[src/rtl/stage_ex_muldiv.sv]
`default_nettype none
// ============================================================================
//  Module   : stage_ex_muldiv
//  Purpose  : RV32IM-style execute stage. Single-cycle ALU operations and
//             M-extension multiply/divide share one registered EX/MEM output.
//             MUL/MULH* run either combinationally (FAST_MUL=1) or as a
//             radix-2 shift-add loop. DIV/REM always use a radix-2 restoring
//             loop, except for divide-by-zero and signed overflow, which
//             complete in one cycle.
//  Revision : 1.0 - initial release
// ----------------------------------------------------------------------------
//  Ports
//    i_Clock       clock, rising edge
//    i_Reset       asynchronous reset, active low
//    i_Valid       upstream operation valid
//    o_Ready       stage can accept this cycle
//    i_DataA       operand A (rs1 / dividend / multiplicand)
//    i_DataB       operand B (rs2 / divisor / multiplier)
//    i_PC          instruction address carried to the output
//    i_RegDst      destination register carried to the output
//    i_AluControl  ALU op: 0 ADD, 1 SUB, 2 AND, 3 OR, 4 XOR, 5 SLL, 6 SRL,
//                  7 SRA, 8 SLT, 9 SLTU, 10 PASSB (LUI); others give 0
//    i_IsMulDiv    1 selects the M-extension unit
//    i_MulDivOp    funct3: MUL, MULH, MULHSU, MULHU, DIV, DIVU, REM, REMU
//    i_Flush       discard in-flight and registered operation
//    o_Valid       output register holds a result
//    i_Ready       downstream accepts the result
//    o_Result      result
//    o_PC          PC of the result
//    o_RegDst      destination of the result
//    o_Busy        multi-cycle operation in progress
// ============================================================================
module stage_ex_muldiv #(
  parameter int DATA_WIDTH = 32,
  parameter int PC_WIDTH   = 32,
  parameter int REG_WIDTH  = 5,
  parameter int FAST_MUL   = 0
) (
  input  logic                  i_Clock,
  input  logic                  i_Reset,
  input  logic                  i_Valid,
  output logic                  o_Ready,
  input  logic [DATA_WIDTH-1:0] i_DataA,
  input  logic [DATA_WIDTH-1:0] i_DataB,
  input  logic [PC_WIDTH-1:0]   i_PC,
  input  logic [REG_WIDTH-1:0]  i_RegDst,
  input  logic [3:0]            i_AluControl,
  input  logic                  i_IsMulDiv,
  input  logic [2:0]            i_MulDivOp,
  input  logic                  i_Flush,
  output logic                  o_Valid,
  input  logic                  i_Ready,
  output logic [DATA_WIDTH-1:0] o_Result,
  output logic [PC_WIDTH-1:0]   o_PC,
  output logic [REG_WIDTH-1:0]  o_RegDst,
  output logic                  o_Busy
);

  // ALU operation encodings
  localparam logic [3:0] c_ALU_ADD   = 4'd0;
  localparam logic [3:0] c_ALU_SUB   = 4'd1;
  localparam logic [3:0] c_ALU_AND   = 4'd2;
  localparam logic [3:0] c_ALU_OR    = 4'd3;
  localparam logic [3:0] c_ALU_XOR   = 4'd4;
  localparam logic [3:0] c_ALU_SLL   = 4'd5;
  localparam logic [3:0] c_ALU_SRL   = 4'd6;
  localparam logic [3:0] c_ALU_SRA   = 4'd7;
  localparam logic [3:0] c_ALU_SLT   = 4'd8;
  localparam logic [3:0] c_ALU_SLTU  = 4'd9;
  localparam logic [3:0] c_ALU_PASSB = 4'd10;

  localparam int c_SHW = $clog2(DATA_WIDTH);
  localparam int c_CW  = $clog2(DATA_WIDTH);
  localparam logic [c_CW-1:0]       c_LAST = c_CW'(DATA_WIDTH - 1);
  localparam logic [c_CW-1:0]       c_ONE  = c_CW'(1);
  localparam logic [DATA_WIDTH-1:0] c_MIN  = {1'b1, {(DATA_WIDTH-1){1'b0}}};
  localparam logic                  c_FAST = (FAST_MUL != 0);

  typedef enum logic [1:0] {
    S_IDLE    = 2'd0,
    S_MUL_RUN = 2'd1,
    S_DIV_RUN = 2'd2,
    S_DONE    = 2'd3
  } state_t;

  state_t                    r_State;
  logic [c_CW-1:0]           r_Count;
  logic                      r_Valid;
  logic                      r_Busy;
  logic [DATA_WIDTH-1:0]     r_Result;
  logic [PC_WIDTH-1:0]       r_OutPC;
  logic [REG_WIDTH-1:0]      r_OutRegDst;

  // Operation context captured at accept for the iterative paths
  logic [PC_WIDTH-1:0]       r_PC;
  logic [REG_WIDTH-1:0]      r_RegDst;
  logic [2:0]                r_Op;
  logic                      r_NegQ;     // negate product / quotient
  logic                      r_NegR;     // negate remainder
  logic [2*DATA_WIDTH-1:0]   r_MulP;     // {partial sum, remaining multiplier}
  logic [DATA_WIDTH-1:0]     r_Mcand;
  logic [DATA_WIDTH-1:0]     r_DivQ;
  logic [DATA_WIDTH-1:0]     r_DivR;
  logic [DATA_WIDTH-1:0]     r_Divisor;

  logic                      w_Accept;
  logic                      w_IsMul;
  logic                      w_IsDiv;
  logic                      w_ASigned;
  logic                      w_BSigned;
  logic                      w_ANeg;
  logic                      w_BNeg;
  logic [DATA_WIDTH-1:0]     w_AMag;
  logic [DATA_WIDTH-1:0]     w_BMag;
  logic                      w_DivZero;
  logic                      w_Ovf;
  logic                      w_Special;
  logic [DATA_WIDTH-1:0]     w_SpecialRes;
  logic [2*DATA_WIDTH-1:0]   w_FastProd;
  logic [DATA_WIDTH-1:0]     w_FastMulRes;
  logic [DATA_WIDTH-1:0]     w_AluRes;
  logic [DATA_WIDTH-1:0]     w_QuickRes;
  logic                      w_Quick;
  logic [c_SHW-1:0]          w_Shamt;
  logic [DATA_WIDTH:0]       w_MulSum;
  logic [DATA_WIDTH:0]       w_DivShift;
  logic                      w_DivGe;
  logic [DATA_WIDTH-1:0]     w_DivSub;
  logic [2*DATA_WIDTH-1:0]   w_MulFinal;
  logic [DATA_WIDTH-1:0]     w_QFinal;
  logic [DATA_WIDTH-1:0]     w_RFinal;
  logic [DATA_WIDTH-1:0]     w_LongRes;

  // Ready depends on i_Ready (output can drain this cycle) but never on i_Valid
  assign o_Ready  = (r_State == S_IDLE) & (~r_Valid | i_Ready);
  assign w_Accept = i_Valid & o_Ready;

  assign o_Valid  = r_Valid;
  assign o_Busy   = r_Busy;
  assign o_Result = r_Result;
  assign o_PC     = r_OutPC;
  assign o_RegDst = r_OutRegDst;

  // ---------------------------------------------------------------------------
  // Operand decode
  // ---------------------------------------------------------------------------
  assign w_IsMul   = i_IsMulDiv & ~i_MulDivOp[2];
  assign w_IsDiv   = i_IsMulDiv &  i_MulDivOp[2];
  // A is signed for MULH, MULHSU, DIV, REM; B for MULH, DIV, REM.
  // MUL keeps only the low half, which is the same for any signedness.
  assign w_ASigned = (i_MulDivOp == 3'b001) | (i_MulDivOp == 3'b010) |
                     (i_MulDivOp == 3'b100) | (i_MulDivOp == 3'b110);
  assign w_BSigned = (i_MulDivOp == 3'b001) | (i_MulDivOp == 3'b100) |
                     (i_MulDivOp == 3'b110);
  assign w_ANeg    = w_ASigned & i_DataA[DATA_WIDTH-1];
  assign w_BNeg    = w_BSigned & i_DataB[DATA_WIDTH-1];
  assign w_AMag    = w_ANeg ? -i_DataA : i_DataA;
  assign w_BMag    = w_BNeg ? -i_DataB : i_DataB;

  // Division corner cases resolved at accept without iterating
  assign w_DivZero = (i_DataB == '0);
  assign w_Ovf     = ~i_MulDivOp[0] & (i_DataA == c_MIN) & (i_DataB == '1);
  assign w_Special = w_IsDiv & (w_DivZero | w_Ovf);
  assign w_SpecialRes = w_DivZero ? (i_MulDivOp[1] ? i_DataA : '1)
                                  : (i_MulDivOp[1] ? '0 : i_DataA);

  // ---------------------------------------------------------------------------
  // Optional single-cycle multiplier: extending both operands to 2W bits with
  // their own signedness makes the low 2W product bits exact for every MUL*.
  // ---------------------------------------------------------------------------
  generate
    if (FAST_MUL != 0) begin : g_fast_mul
      logic [2*DATA_WIDTH-1:0] w_AExt;
      logic [2*DATA_WIDTH-1:0] w_BExt;
      assign w_AExt     = {{DATA_WIDTH{w_ANeg}}, i_DataA};
      assign w_BExt     = {{DATA_WIDTH{w_BNeg}}, i_DataB};
      assign w_FastProd = w_AExt * w_BExt;
    end else begin : g_iter_mul
      assign w_FastProd = '0;
    end
  endgenerate

  assign w_FastMulRes = (i_MulDivOp[1:0] == 2'b00) ? w_FastProd[DATA_WIDTH-1:0]
                                                   : w_FastProd[2*DATA_WIDTH-1:DATA_WIDTH];

  // ---------------------------------------------------------------------------
  // ALU
  // ---------------------------------------------------------------------------
  assign w_Shamt = i_DataB[c_SHW-1:0];

  always_comb begin
    w_AluRes = '0;
    case (i_AluControl)
      c_ALU_ADD:   w_AluRes = i_DataA + i_DataB;
      c_ALU_SUB:   w_AluRes = i_DataA - i_DataB;
      c_ALU_AND:   w_AluRes = i_DataA & i_DataB;
      c_ALU_OR:    w_AluRes = i_DataA | i_DataB;
      c_ALU_XOR:   w_AluRes = i_DataA ^ i_DataB;
      c_ALU_SLL:   w_AluRes = i_DataA << w_Shamt;
      c_ALU_SRL:   w_AluRes = i_DataA >> w_Shamt;
      c_ALU_SRA:   w_AluRes = $signed(i_DataA) >>> w_Shamt;
      c_ALU_SLT:   w_AluRes = {{(DATA_WIDTH-1){1'b0}}, ($signed(i_DataA) < $signed(i_DataB))};
      c_ALU_SLTU:  w_AluRes = {{(DATA_WIDTH-1){1'b0}}, (i_DataA < i_DataB)};
      c_ALU_PASSB: w_AluRes = i_DataB;
      default:     w_AluRes = '0;
    endcase
  end

  // Result for anything that completes at the accept edge
  assign w_Quick = ~i_IsMulDiv | (w_IsMul & c_FAST) | w_Special;

  always_comb begin
    w_QuickRes = w_AluRes;
    if (i_IsMulDiv) begin
      w_QuickRes = i_MulDivOp[2] ? w_SpecialRes : w_FastMulRes;
    end
  end

  // ---------------------------------------------------------------------------
  // Iteration datapath
  // ---------------------------------------------------------------------------
  // Shift-add: add the multiplicand into the upper half when the current
  // multiplier bit is set, then shift the whole product right by one,
  // keeping the carry out of the addition as the new MSB.
  assign w_MulSum = {1'b0, r_MulP[2*DATA_WIDTH-1:DATA_WIDTH]} +
                    (r_MulP[0] ? {1'b0, r_Mcand} : '0);

  // Restoring division: the shifted partial remainder needs one extra bit,
  // but after a successful subtract it is below the divisor again, so the
  // difference fits in DATA_WIDTH bits.
  assign w_DivShift = {r_DivR, r_DivQ[DATA_WIDTH-1]};
  assign w_DivGe    = (w_DivShift >= {1'b0, r_Divisor});
  assign w_DivSub   = w_DivShift[DATA_WIDTH-1:0] - r_Divisor;

  assign w_MulFinal = r_NegQ ? -r_MulP : r_MulP;
  assign w_QFinal   = r_NegQ ? -r_DivQ : r_DivQ;
  assign w_RFinal   = r_NegR ? -r_DivR : r_DivR;
  assign w_LongRes  = r_Op[2] ? (r_Op[1] ? w_RFinal : w_QFinal)
                              : ((r_Op[1:0] == 2'b00) ? w_MulFinal[DATA_WIDTH-1:0]
                                                      : w_MulFinal[2*DATA_WIDTH-1:DATA_WIDTH]);

  // ---------------------------------------------------------------------------
  // Control FSM and registers
  // ---------------------------------------------------------------------------
  always_ff @(posedge i_Clock or negedge i_Reset) begin
    if (!i_Reset) begin
      r_State     <= S_IDLE;
      r_Count     <= '0;
      r_Valid     <= 1'b0;
      r_Busy      <= 1'b0;
      r_Result    <= '0;
      r_OutPC     <= '0;
      r_OutRegDst <= '0;
      r_PC        <= '0;
      r_RegDst    <= '0;
      r_Op        <= '0;
      r_NegQ      <= 1'b0;
      r_NegR      <= 1'b0;
      r_MulP      <= '0;
      r_Mcand     <= '0;
      r_DivQ      <= '0;
      r_DivR      <= '0;
      r_Divisor   <= '0;
    end else if (i_Flush) begin
      // Flush wins over any accept or completion in the same cycle
      r_State <= S_IDLE;
      r_Count <= '0;
      r_Valid <= 1'b0;
      r_Busy  <= 1'b0;
    end else begin
      // Busy trails the RUN states by one edge
      r_Busy <= (r_State == S_MUL_RUN) | (r_State == S_DIV_RUN);

      // Result consumed; a new write later in this block takes precedence
      if (r_Valid & i_Ready) begin
        r_Valid <= 1'b0;
      end

      case (r_State)
        S_IDLE: begin
          if (w_Accept) begin
            if (w_Quick) begin
              r_Valid     <= 1'b1;
              r_Result    <= w_QuickRes;
              r_OutPC     <= i_PC;
              r_OutRegDst <= i_RegDst;
            end else begin
              r_PC      <= i_PC;
              r_RegDst  <= i_RegDst;
              r_Op      <= i_MulDivOp;
              r_NegQ    <= w_ANeg ^ w_BNeg;
              r_NegR    <= w_ANeg;
              r_Mcand   <= w_AMag;
              r_MulP    <= {{DATA_WIDTH{1'b0}}, w_BMag};
              r_DivQ    <= w_AMag;
              r_DivR    <= '0;
              r_Divisor <= w_BMag;
              r_Count   <= '0;
              r_State   <= w_IsMul ? S_MUL_RUN : S_DIV_RUN;
            end
          end
        end

        S_MUL_RUN: begin
          r_MulP <= {w_MulSum, r_MulP[DATA_WIDTH-1:1]};
          if (r_Count == c_LAST) begin
            r_Count <= '0;
            r_State <= S_DONE;
          end else begin
            r_Count <= r_Count + c_ONE;
          end
        end

        S_DIV_RUN: begin
          r_DivQ <= {r_DivQ[DATA_WIDTH-2:0], w_DivGe};
          r_DivR <= w_DivGe ? w_DivSub : w_DivShift[DATA_WIDTH-1:0];
          if (r_Count == c_LAST) begin
            r_Count <= '0;
            r_State <= S_DONE;
          end else begin
            r_Count <= r_Count + c_ONE;
          end
        end

        S_DONE: begin
          // Hold off until the output register is free
          if (~r_Valid | i_Ready) begin
            r_Valid     <= 1'b1;
            r_Result    <= w_LongRes;
            r_OutPC     <= r_PC;
            r_OutRegDst <= r_RegDst;
            r_State     <= S_IDLE;
          end
        end

        default: r_State <= S_IDLE;
      endcase
    end
  end

endmodule
`default_nettype wire

[config.mk]
export PLATFORM = sky130hd
export DESIGN_NAME = stage_ex_muldiv
export DESIGN_NICKNAME = d
export VERILOG_FILES = /design/src/rtl/stage_ex_muldiv.sv
export SDC_FILE = /design/constraint.sdc
export NUM_CORES = 2
export LEC_CHECK = 0
export CORE_MARGIN = 4
export CORE_UTILIZATION = 60
export DETAILED_ROUTE_END_ITERATION = 8
export DONT_BUFFER_PORTS = 1
export PLACE_DENSITY = 0.76
export SETUP_SLACK_MARGIN = 0.05
export SYNTH_ARGS = -nofsm -noshare
export SYNTH_HDL_FRONTEND = slang
export SYNTH_SLANG_ARGS = --single-unit
[constraint.sdc]
create_clock -name i_Clock -period 4.2 [get_ports i_Clock]
set_clock_uncertainty 0.05 [all_clocks]
set_input_delay 0.21 -clock i_Clock [delete_from_list [all_inputs] [get_ports i_Clock]]
set_output_delay 0.21 -clock i_Clock [all_outputs]
set_load 0.03 [all_outputs]
==> qor.csv <==
stage,metric,value,unit
setup_path,worst path cell trace,or4_4 > or4_4 > or4_4 > or4_1 > o21ai_1 > xor2_1 > a211oi_1 > a211oi_1 > nor3_1,
routing,drt first-iter violations,5481,
placed_design,GPL Wtd Cong,1.11,
global_route,antenna violations before repair,10,
power,cell internal pwr,10.6,mW
global_route,largest net degree at the start of global routing,313,
power,Gate power share,53.1,%
placed_design,number of buffers added on ports,0,
synth,Most used DFF post-synth,dfrtp_1,
cells_and_area,fraction of layout cells with a size suffix above 1,8.41,%
cells_and_area,Nets,4311,
synth,Post-synth EDFFs,0,
timing,worst setup margin,0.137,ns
synth,Synth Net Count,4383,
timing,RSZ-0062 raised after global routing,no,
setup_path,r2r worst-path depth,9,
die,width of the die,237,um
placed_design,pre-CTS worst setup slack,0.251,ns
routing,drt drc,0,
setup_path,crit path DAT,4.44,ns
routing,WL/cell,29.5,um
timing,Least-Margin Pin Slew,1.12,ns
power,sequential power share,30.7,%
setup_path,FF-to-FF setup slack,0.14,ns
timing,final critical-path share of the clock period,96.7,%
die,Die Area,56300,sq um
synth,Synth Register Bits,312,
cts,Clock Path Buffers,3,
synth,"top cells by area, synth","dfrtp_1 (25%), ha_1 (7.2%), nand2_1 (6.9%), o21ai_0 (5.4%), a21oi_1 (5.3%)",
setup_path,Most common cell on crit path,or4_4,
routing,via-per-instance ratio,7.22,
setup_path,Critical Path Sink Type,register,
die,# rows,83,
worst_hold_path,worst min-delay path category,input port to async pin,
cts,CTS buffer count,38,
timing,Setup TNS Final,0,ns
power,worst vdd rail ir drop,0.000398,V
setup_path,Crit Path Class,register to register,
timing,Max Freq,246,MHz
power,sw frac,50.3,%
flow_run,total of max-cap violations,0,
timing,Slew Limit Fails,0,
run_status,failing checks,hold timing,
synth,Yosys warning count,0,
setup_path,CP max-delay cell,a211oi_1,
routing,routed wire length,139000,um
routing,vias,34140,
synth,Synth Cell Area,31600,sq um
cts,number of H-tree levels,2,
synth,Yosys top cell by area,dfrtp_1,
synth,fraction of registers with async set/reset,100,%
cts,CTS Root Buffer Type,clkbuf_16,
cts,CTS tree,built,
run_status,status,finished with violations,
power,Total Power,21.3,mW
setup_path,crit path launch type,register,
cts,CTS Hold Bufs,81,
cts,Worst-path clk slew,0.07,ns
power,Power Dens Cells,619,nW/um^2
synth,Synth top cells by count,"nand2_1 (582), o21ai_0 (341), a21oi_1 (332)",
placed_design,Post-DP HPWL,101000,um
die,Die Ht,237,um
timing,hold slack,-0.716,ns
cts,Worst-Skew Late Latency,0.58,ns
cts,# Post-CTS Setup Buffers,0,
timing,final setup vio count,0,
global_route,overall routing resource usage,47.4,%
routing,Routed Antenna Nets,0,
synth,post-synth cell types,96,
cts,clk sinks,312,
setup_path,CP required,4.57,ns
setup_path,Worst path max stage delay,0.64,ns
cells_and_area,P&R area growth vs syn,8.98,%
die,initial cell density of the core,61.0,%
routing,Pre-antenna DRT Iters,8,
timing,Period minus WS final,4.06,ns
global_route,first-pass GRT wire length,205000,um
synth,Syn Inst Count,4084,
setup_path,CP max FO,9,
power,leakage power,14.6,nW
global_route,vias in the first global route,31196,
timing,Max transition margin,25.0,%
die,IO Count,186,
synth,syn avg cell area,7.73,sq um
synth,sequential area share after synthesis,24.7,%
power,clock share of power,16.2,%
synth,top-area cell type share of the netlist area,24.7,%
global_route,"Remaining Overflow, GRT",0,
die,Core ar.,51700,sq um
power,Psw,10.7,mW
timing,final hold viol count,312,
synth,cell with the most instances after synthesis,nand2_1,
## metrics by stage
stage | hold WS [ns] | instance area (sq um) | util [%] | std cells
CTS | -0.731 | 34400 | 66.5 | 4722
global route | -0.728 | 34400 | 66.5 | 4723
floorplan | -0.136 | 31600 | - | 4084
global placement | -0.129 | 32300 | 62.4 | 4571
detailed placement | -0.126 | 32300 | 62.4 | 4571
finish | -0.716 | 34400 | 66.5 | 4731
## power groups by stage
stage	clock (mW)	sequential, mW	combinational, mW
after floorplan	0	5.81	8.06
after global placement	0	6.44	10.5
after detailed placement	0	6.48	10.7
after CTS	3.45	6.44	10.9
after global routing	3.58	6.64	12.1
final	3.45	6.54	11.3
## repair_timing
item,4_1_cts,5_1_grt
endpoints found under the hold margin,451,312
setup endpoints to repair,0,1
gates resized for setup,0,1
## layout by cell type (no fill, tap or decap), drive strengths merged, types with 39 or more instances in the layout
cell           n
nand2        582
o21ai        396
a21oi        333
dfrtp        312
nor2         298
ha           181
inv          172
xnor2        137
buf          119
mux2i        110
xor2          88
dlygate4sd3   81
o31ai         69
nor3          67
a211oi        58
mux4          55
and2          55
nand3         54
mux2          51
o211ai        50
clkbuf        48
nor4          41
o41ai         39
## layout make-up
type,count,area [sq um]
fillers,4470,17300
inverters,170,638
multi-input cells,3290,22000
repair buffers,200,1750
clock buffers,48,1070
clock inverters,22,224
well taps,680,851
diodes,9,22.5
flip-flops and latches,312,7810
## logic make-up (layout without fill, tap and decap cells)
| kind of cell | after synthesis | count (layout) | synth area share, % |
|---|---|---|---|
| adders and majority gates | 186 | 186 | 7.46 |
| AOI/OAI and AO/OA | 1320 | 1320 | 26.6 |
| xor gates and xnor gates | 225 | 225 | 6.24 |
| muxes | 216 | 216 | 9.23 |
| DFF | 312 | 312 | 24.7 |
| other | 0 | 9 | 0 |
| buffers and inverters | 482 | 440 | 5.86 |
| and+or+nand+nor | 1343 | 1343 | 19.8 |
## final timing paths
kind | start | endpoint
max | r_MulP[34] | o_Result[23]
min | i_Reset | r_MulP[37]
max reg2reg | r_MulP[34] | o_Result[23]
min reg2reg | r_Mcand[27] | r_Mcand[27]
max in group asynchronous | i_Reset | r_PC[21]
min in group i_Clock | i_DataA[2] | o_Result[2]
## routing by layer
layer / GRT usage (%) / part of all wire (%) / up-vias
li1: - / - / 14740
met1: 61.2 / 37 / 16126
met2: 68.9 / 41 / 2635
met3: 16.1 / 14 / 627
met4: 28.1 / 7.9 / 12
met5: 0 / 0.060 / -
## flip-flops by register name (all words and copies together) (netlist names), 32 cells and up
| register | flops |
|---|---|
| r_MulP | 64 |
| o_PC | 32 |
| o_Result | 32 |
| r_DivQ | 32 |
| r_DivR | 32 |
| r_Divisor | 32 |
| r_Mcand | 32 |
| r_PC | 32 |
## worst max-delay path, delay by kind of cell (launching register included)
| kind | cells | cell delay [ns] |
|---|---|---|
| xor gates and xnor gates | 1 | 0.23 |
| DFF | 1 | 0.44 |
| AOI/OAI and AO/OA | 3 | 0.90 |
| and+or+nand+nor | 5 | 2.30 |
No activity file was read; power rests on OpenSTA's default activity.
